## src/rtl/regfile_write_arbiter.sv

```systemverilog
// Register-file write-port arbiter: clears R0..R15 after reset, then shares the port between
// a high-priority requester A and a low-priority requester B with bounded starvation.
module regfile_write_arbiter #(
    parameter int unsigned DATA_W   = 16,
    parameter int unsigned MAX_WAIT = 3,
    parameter int unsigned ZERO_REG = 1
) (
    input  logic              clk,
    input  logic              rst_n,
    input  logic              a_valid,
    input  logic [3:0]        a_reg,
    input  logic [DATA_W-1:0] a_data,
    output logic              a_ready,
    input  logic              b_valid,
    input  logic [3:0]        b_reg,
    input  logic [DATA_W-1:0] b_data,
    output logic              b_ready,
    output logic              init_busy,
    output logic [3:0]        RegId,
    output logic              WriteReg,
    output logic [DATA_W-1:0] DstData
);

    typedef enum logic {StInit, StRun} state_e;

    state_e              r_state, w_state_nxt;
    logic [3:0]          r_init_cnt, w_init_cnt_nxt;
    logic [3:0]          r_wait_cnt, w_wait_cnt_nxt;
    logic [3:0]          r_reg_id, w_reg_id_nxt;
    logic                r_write, w_write_nxt;
    logic [DATA_W-1:0]   r_data, w_data_nxt;

    logic w_run, w_starve, w_a_xfer, w_b_xfer, w_zero_en;

    always_comb begin
        w_run     = (r_state == StRun);
        w_zero_en = (ZERO_REG != 0);
        w_starve  = (r_wait_cnt == 4'(MAX_WAIT));
        a_ready   = w_run && a_valid && !(b_valid && w_starve);
        b_ready   = w_run && b_valid && (!a_valid || w_starve);
        w_a_xfer  = a_valid && a_ready;
        w_b_xfer  = b_valid && b_ready;
    end

    always_comb begin
        w_state_nxt    = r_state;
        w_init_cnt_nxt = r_init_cnt;
        w_wait_cnt_nxt = r_wait_cnt;
        w_reg_id_nxt   = r_reg_id;
        w_write_nxt    = 1'b0;
        w_data_nxt     = r_data;
        case (r_state)
            StInit: begin
                w_reg_id_nxt   = r_init_cnt;
                w_data_nxt     = '0;
                w_write_nxt    = 1'b1;
                w_init_cnt_nxt = r_init_cnt + 4'd1;
                w_wait_cnt_nxt = 4'd0;
                if (r_init_cnt == 4'd15) begin
                    w_state_nxt = StRun;
                end
            end
            StRun: begin
                if (w_a_xfer) begin
                    w_reg_id_nxt = a_reg;
                    w_data_nxt   = a_data;
                    w_write_nxt  = !(w_zero_en && (a_reg == 4'd0));
                end else if (w_b_xfer) begin
                    w_reg_id_nxt = b_reg;
                    w_data_nxt   = b_data;
                    w_write_nxt  = !(w_zero_en && (b_reg == 4'd0));
                end
                // Counts consecutive cycles B waited; saturation forces the next grant to B.
                if (!b_valid || w_b_xfer) begin
                    w_wait_cnt_nxt = 4'd0;
                end else if (!w_starve) begin
                    w_wait_cnt_nxt = r_wait_cnt + 4'd1;
                end
            end
            default: begin
                w_state_nxt = StInit;
            end
        endcase
    end

    always_ff @(posedge clk or negedge rst_n) begin
        if (!rst_n) begin
            r_state    <= StInit;
            r_init_cnt <= 4'd0;
            r_wait_cnt <= 4'd0;
            r_reg_id   <= 4'd0;
            r_write    <= 1'b0;
            r_data     <= '0;
        end else begin
            r_state    <= w_state_nxt;
            r_init_cnt <= w_init_cnt_nxt;
            r_wait_cnt <= w_wait_cnt_nxt;
            r_reg_id   <= w_reg_id_nxt;
            r_write    <= w_write_nxt;
            r_data     <= w_data_nxt;
        end
    end

    assign init_busy = (r_state == StInit);
    assign RegId     = r_reg_id;
    assign WriteReg  = r_write;
    assign DstData   = r_data;

endmodule

```

## config.mk

```make
export PLATFORM = sky130hd
export DESIGN_NAME = regfile_write_arbiter
export DESIGN_NICKNAME = d
export VERILOG_FILES = /design/src/rtl/regfile_write_arbiter.sv
export SDC_FILE = /design/constraint.sdc
export NUM_CORES = 1
export LEC_CHECK = 0
export BUFFER_PORTS_ARGS = -buffer_cell sky130_fd_sc_hd__buf_2
export CAP_MARGIN = 30
export CORE_UTILIZATION = 45
export CTS_CLUSTER_SIZE = 25
export DETAILED_ROUTE_END_ITERATION = 12
export HOLD_SLACK_MARGIN = 0.05
export PLACE_DENSITY = 0.88
export SLEW_MARGIN = 20
export SYNTH_ARGS = -nofsm -noshare
export SYNTH_HDL_FRONTEND = slang
export SYNTH_SLANG_ARGS = --single-unit
```

## constraint.sdc

```tcl
create_clock -name clk -period 2.67 [get_ports clk]
set_input_delay 0.4005 -clock clk [delete_from_list [all_inputs] [get_ports clk]]
set_output_delay 0.4005 -clock clk [all_outputs]
set_load 0.01 [all_outputs]
```

==> flow_summary.json, run 1 <==
{
  "required_ns": 2.27,
  "leakage_nw": 0.989,
  "fin_crit_ns": 2.26,
  "final_common_cell": "buf_2",
  "final_cell_mix": "67 x buf_2, 37 x nand2_1, 30 x dfrtp_1",
  "synth.area.top_cells": "dfrtp_1 49%, nand2_1 9.0%, o211ai_2 7.3%",
  "die_x_um": 60.6,
  "dieArea_sq_um": 3680,
  "ys_types": 31,
  "finalSetupViolCount": 0,
  "rsz0062_at_grt": "no",
  "dp_cells": 260,
  "hold_ws_ns": 0.0914,
  "syn_area_per_cell_sq_um": 9.73,
  "synthToLayoutAreaGrowth_pct": 25.7,
  "synth_nets": 205,
  "ys_seq_area_share_pct": 48.5,
  "drv_slew": 0,
  "grt_pass1_vias": 1273,
  "synth_largest_area_cell": "dfrtp_1",
  "antenna_found_initial": 0,
  "clk_latency_ns": 0.32,
  "syn_area_sq_um": 1550,
  "intPower_mw": 0.695,
  "startpoint_type": "flip-flop",
  "reg2reg_depth": 4,
  "finClkSkew_ns": 0.00606,
  "grt_max_degree": 31,
  "fin_area_sq_um": 1950,
  "worstHoldPathType": "input pin to async pin",
  "utilization_pct": 61.7,
  "path_class": "flip-flop to primary output",
  "synth_top_area_share_pct": 48.5,
  "antenna_left": 0,
  "fin_setup_tns_ns": 0,
  "htree_levels": 2,
  "cts_buffers": 5,
  "dp_hpwl_um": 2540,
  "relSlewSlack_pct": 53.6,
  "cap_violations": 0,
  "setup_ws_ns": 0.406,
  "diodes": 0,
  "worstPathArrival_ns": 1.86,
  "drc_errors": 0,
  "clk_pin_slew_ns": 0.09,
  "worst_pin_slew_ns": 0.696,
  "period_share_pct": 84.8,
  "hold_viol": 0,
  "clock.fmax_mhz": 442,
  "p_seq_share_pct": 52.1,
  "yosysWarningCount": 0,
  "drt_wl_total_um": 3560,
  "grt-ovfl-total": 0,
  "drive_above_1_share_pct": 40.2,
  "reg2reg_slack_ns": 1.03,
  "grt_pass1_wl_um": 5600,
  "pin_count": 68,
  "start_util_pct": 49.1,
  "first_pass_iters": 4,
  "cts_tree": "done",
  "row_count": 20,
  "power_mw": 0.968,
  "cts_buffer_depth": 2,
  "drtIter0Drc": 75,
  "clock_sinks": 30,
  "port_buffers": 67,
  "path_max_fanout": 24,
  "dpl-instance-area_sq_um": 1880,
  "place_congestion": 0.843,
  "r2r-start": "r_state$_DFF_PN0_",
  "die_h_um": 60.6,
  "num_vias": 1415,
  "r2r_end": "RegId[2]$_DFFE_PN0P_",
  "fin_cells": 268,
  "power.switching_mw": 0.273,
  "switching_share_pct": 28.2,
  "irDropWorstVdd_mv": 0.337,
  "p_comb_share_pct": 18.7,
  "power_density_nw_per_um2": 497,
  "post-place-ws_ns": 0.761,
  "endpoint_kind": "primary output",
  "clkPwrFrac_pct": 29.2,
  "syn_inst": 159,
  "cts_hold_buf": 0,
  "postCtsSetupBuffers": 0,
  "synth_seq_cells": 30,
  "root_buffer": "clkbuf_4",
  "viasPerCell": 5.28,
  "status": "finished clean",
  "wire_per_inst_um": 13.3,
  "grt.total_usage_pct": 21.4,
  "core_area_sq_um": 3150,
  "nets": 269,
  "cts_resized": 0
}
-- critical path: stages (launching register included) --
cell and delay, ns:
dfrtp_1 0.64, and2_1 0.22, nand2_1 0.09, inv_2 0.37, buf_2 0.22
-- registers in the layout (all words and copies together) (netlist names) --
signal,flops
r_init_cnt,4
WriteReg,1
DstData,16
RegId,4
r_wait_cnt,4
r_state,1
-- synth_stat cells --
library cell / count
nor3b_1: 1
mux2_2: 1
o21a_2: 1
buf_6: 2
clkbuf_2: 1
inv_2: 1
nand2_1: 37
nor4_1: 2
nand3_1: 18
a311oi_1: 1
nor3_1: 4
o211ai_2: 9
xor2_1: 1
xnor2_1: 4
o21ai_1: 1
nand4bb_1: 1
nor2_1: 5
dfrtp_1: 30
and2_1: 1
nand4_1: 1
a21oi_1: 5
buf_4: 1
nand3b_1: 4
nor3b_4: 1
and3_1: 4
clkbuf_1: 3
ha_1: 2
o311a_1: 4
buf_2: 5
o211ai_1: 7
inv_1: 1
-- area by class of cell --
type	instances	area, sq um
fill	285	1210
sequential	30	751
multi-input combinational	115	718
timing repair buffer	69	350
tap	44	55.1
clock buffer	6	51.3
clock inverter	2	12.5
inverter	2	7.51
-- how the worst max path moves through the flow --
stage,end,slack [ns],from
after CTS,a_ready,0.41,r_state$_DFF_PN0_
after floorplan,a_ready,1.16,r_wait_cnt[0]$_DFFE_PN0P_
after global routing,a_ready,0.23,r_state$_DFF_PN0_
after detailed placement,a_ready,0.76,r_state$_DFF_PN0_
after global placement,a_ready,0.78,r_state$_DFF_PN0_
final,a_ready,0.41,r_state$_DFF_PN0_
-- cell families after synthesis --
| kind of cell | Yosys count | synth area share [%] |
|---|---|---|
| AND/OR/NAND/NOR | 79 | 24.9 |
| flip-flops | 30 | 48.5 |
| AO/OA/AOI/OAI | 28 | 16.3 |
| buffers and inverters | 14 | 5.09 |
| XOR/XNOR | 5 | 2.83 |
| adder cells (fa/ha/maj) | 2 | 1.62 |
| multiplexers | 1 | 0.728 |
-- layer usage --
layer | share of wire [%] | track usage [%] | vias to the layer above
met1 | 48 | 28.7 | 658
met4 | 1.5 | 9.74 | 0
li1 | - | - | 695
met2 | 44 | 33.0 | 56
met5 | 0 | 0 | -
met3 | 6.0 | 5.33 | 6
-- power by group through the flow --
stage	sequential (mW)	clock, mW	combinational [mW]
3_5_place_dp	0.513	0	0.184
4_1_cts	0.504	0.290	0.184
6_report	0.504	0.282	0.181
2_1_floorplan	0.528	0	0.0822
3_3_place_gp	0.513	0	0.180
5_1_grt	0.508	0.315	0.203
Note: power is estimated with default switching activity, not from simulation.
==> inputs of run 2 (changes only) <==
--- a/config.mk
+++ b/config.mk
@@ -7,11 +7,11 @@
 export LEC_CHECK = 0
 export BUFFER_PORTS_ARGS = -buffer_cell sky130_fd_sc_hd__buf_2
 export CAP_MARGIN = 30
-export CORE_UTILIZATION = 45
+export CORE_UTILIZATION = 42
 export CTS_CLUSTER_SIZE = 25
 export DETAILED_ROUTE_END_ITERATION = 12
 export HOLD_SLACK_MARGIN = 0.05
-export PLACE_DENSITY = 0.88
+export PLACE_DENSITY = 0.86
 export SLEW_MARGIN = 20
 export SYNTH_ARGS = -nofsm -noshare
 export SYNTH_HDL_FRONTEND = slang
==> constraint.sdc (replaced) <==
create_clock -name clk -period 2 [get_ports clk]
set_input_delay 0.3 -clock clk [delete_from_list [all_inputs] [get_ports clk]]
set_output_delay 0.3 -clock clk [all_outputs]
set_load 0.01 [all_outputs]
==> run 2 against run 1 <==
Worst setup slack worse by 0.30 ns. Sequential share of layout area shrank 1.4 points. Die area grew 6.9%. Largest cell class unchanged. First-iteration DRC count fell by 33%. Utilization fell by 3.0 points. Sequential power increased by 34%. Clock-buffer cell count rose by 2. Hold slack lost 0.045 ns. Critical path depth increased by 1. Non-clock buffer count grew 3. Combinational power rose by 35%.
==> flow_summary.json, run 2 (synthesis gave the netlist of run 1 again) <==
{
  "htree_levels": 2,
  "core_area_sq_um": 3440,
  "power.switching_mw": 0.378,
  "drtIter0Drc": 50,
  "worstHoldPathType": "input pin to async pin",
  "wire_per_inst_um": 14.0,
  "die_h_um": 62.7,
  "grt_pass1_vias": 1374,
  "grt.total_usage_pct": 21.3,
  "dp_hpwl_um": 2770,
  "drt_wl_total_um": 3820,
  "r2r-start": "r_wait_cnt[0]$_DFFE_PN0P_",
  "antenna_left": 0,
  "pin_count": 68,
  "startpoint_type": "flip-flop",
  "row_count": 21,
  "grt_pass1_wl_um": 6380,
  "start_util_pct": 45.0,
  "drv_slew": 0,
  "clock_sinks": 30,
  "fin_crit_ns": 1.89,
  "max_stage_delay_ns": 0.40,
  "period_share_pct": 94.6,
  "reg2reg_slack_ns": 0.39,
  "worst_pin_slew_ns": 0.660,
  "worstPathArrival_ns": 1.59,
  "final_cell_mix": "67 x buf_2, 37 x nand2_1, 30 x dfrtp_1",
  "clk_latency_ns": 0.28,
  "rsz0062_at_grt": "no",
  "clock.fmax_mhz": 529,
  "drive_above_1_share_pct": 41.0,
  "grt-ovfl-total": 0,
  "finalSetupViolCount": 0,
  "power_density_nw_per_um2": 737,
  "viasPerCell": 5.26,
  "reg2reg_depth": 6,
  "synthToLayoutAreaGrowth_pct": 30.5,
  "relSlewSlack_pct": 56.0,
  "cts_buffer_depth": 2,
  "nets": 272,
  "port_buffers": 67,
  "dieArea_sq_um": 3930,
  "intPower_mw": 1.11,
  "finClkSkew_ns": 0.00286,
  "p_seq_share_pct": 45.5,
  "diodes": 0,
  "drc_errors": 0,
  "cts_buffers": 5,
  "final_common_cell": "buf_2",
  "endpoint_kind": "primary output",
  "required_ns": 1.70,
  "clkPwrFrac_pct": 38.1,
  "cp_num_buf_inv": 2,
  "root_buffer": "clkbuf_8",
  "switching_share_pct": 25.4,
  "power_mw": 1.49,
  "num_vias": 1435,
  "hold_viol": 0,
  "path_class": "flip-flop to primary output",
  "p_comb_share_pct": 16.5,
  "die_x_um": 62.7,
  "path_delay_family": "flip-flops",
  "place_congestion": 0.840,
  "path_max_fanout": 16,
  "slowest_stage": "dfrtp_1",
  "irDropWorstVdd_mv": 0.522,
  "cap_violations": 0,
  "r2r_end": "r_wait_cnt[3]$_DFFE_PN0P_",
  "fin_setup_tns_ns": 0,
  "clk_pin_slew_ns": 0.06,
  "worstPathCellList": "ha_1 -> nand4bb_1 -> nand2_1 -> inv_4 -> buf_2",
  "status": "finished clean",
  "cts_hold_buf": 0,
  "antenna_found_initial": 0,
  "cts_tree": "done",
  "largest_reg_flops": 16,
  "first_pass_iters": 4,
  "leakage_nw": 1.03,
  "grt_max_degree": 31
}
## run 2: changes by cell type in the layout (fill, tap and decap cells not counted), sizes merged
| cell | previous run | this run |
|---|---|---|
| clkinv | 1 | 0 |
| clkbuf | 6 | 8 |
| clkinvlp | 1 | 0 |
| buf | 69 | 72 |
## run 2: power by group through the flow
stage	Combinational (mW)	Clock [mW]	Sequential, mW
5_1_grt	0.271	0.606	0.681
4_1_cts	0.248	0.579	0.676
3_5_place_dp	0.248	0	0.686
6_report	0.245	0.566	0.676
2_1_floorplan	0.110	0	0.705
3_3_place_gp	0.243	0	0.685
## run 2: per-layer routing
metal,vias up,GRT usage (%),wire length [um]
met5,-,0,0
met4,0,6.98,36
met3,4,5.66,227
met2,55,34.8,1900
met1,676,27.3,1660
li1,700,-,-
## run 2: timing repair
| action | in CTS | in global routing |
|---|---|---|
| gates resized for setup | 0 | 2 |
| endpoints found under the setup margin | 0 | 1 |
| setup buffers | 0 | 0 |
## run 2: area by class of cell
| cell class | instances | area [sq um] |
|---|---|---|
| Fill cell | 313 | 1420 |
| Timing Repair Buffer | 72 | 373 |
| Inverter | 2 | 10.0 |
| Tap cell | 46 | 57.6 |
| Clock buffer | 8 | 110 |
| Multi-Input combinational cell | 115 | 718 |
| Sequential cell | 30 | 751 |
## run 2: how the worst max path moves through the flow
stage / endpoint / cells past startpoint / startpoint / slack [ns]
after floorplan: a_ready / 5 / r_wait_cnt[0]$_DFFE_PN0P_ / 0.59
after global placement: a_ready / 5 / r_wait_cnt[0]$_DFFE_PN0P_ / 0.42
after detailed placement: a_ready / 5 / r_wait_cnt[0]$_DFFE_PN0P_ / 0.37
after CTS: a_ready / 5 / r_wait_cnt[0]$_DFFE_PN0P_ / 0.06
after global routing: a_ready / 5 / r_wait_cnt[0]$_DFFE_PN0P_ / 0.03
final: a_ready / 5 / r_wait_cnt[0]$_DFFE_PN0P_ / 0.11
## run 2: worst register-to-register path: stages, from the launching register on
cell and delay [ns]:
dfrtp_1 0.40, ha_1 0.25, nand4bb_1 0.16, nand2_1 0.15, inv_4 0.20, buf_4 0.22
and3_1 0.18
## run 2: metrics by stage
stage	hold slack, ns	worst slack [ns]	cell area (sq um)	std cells	util [%]
CTS	0.0681	0.0566	2020	273	58.6
detailed placement	0.382	0.371	1910	265	55.4
finish	0.0461	0.108	2020	273	58.7
global placement	0.372	0.422	1910	265	55.4
floorplan	0.00441	0.587	1550	159	-
global route	0.103	0.0261	2020	273	58.7
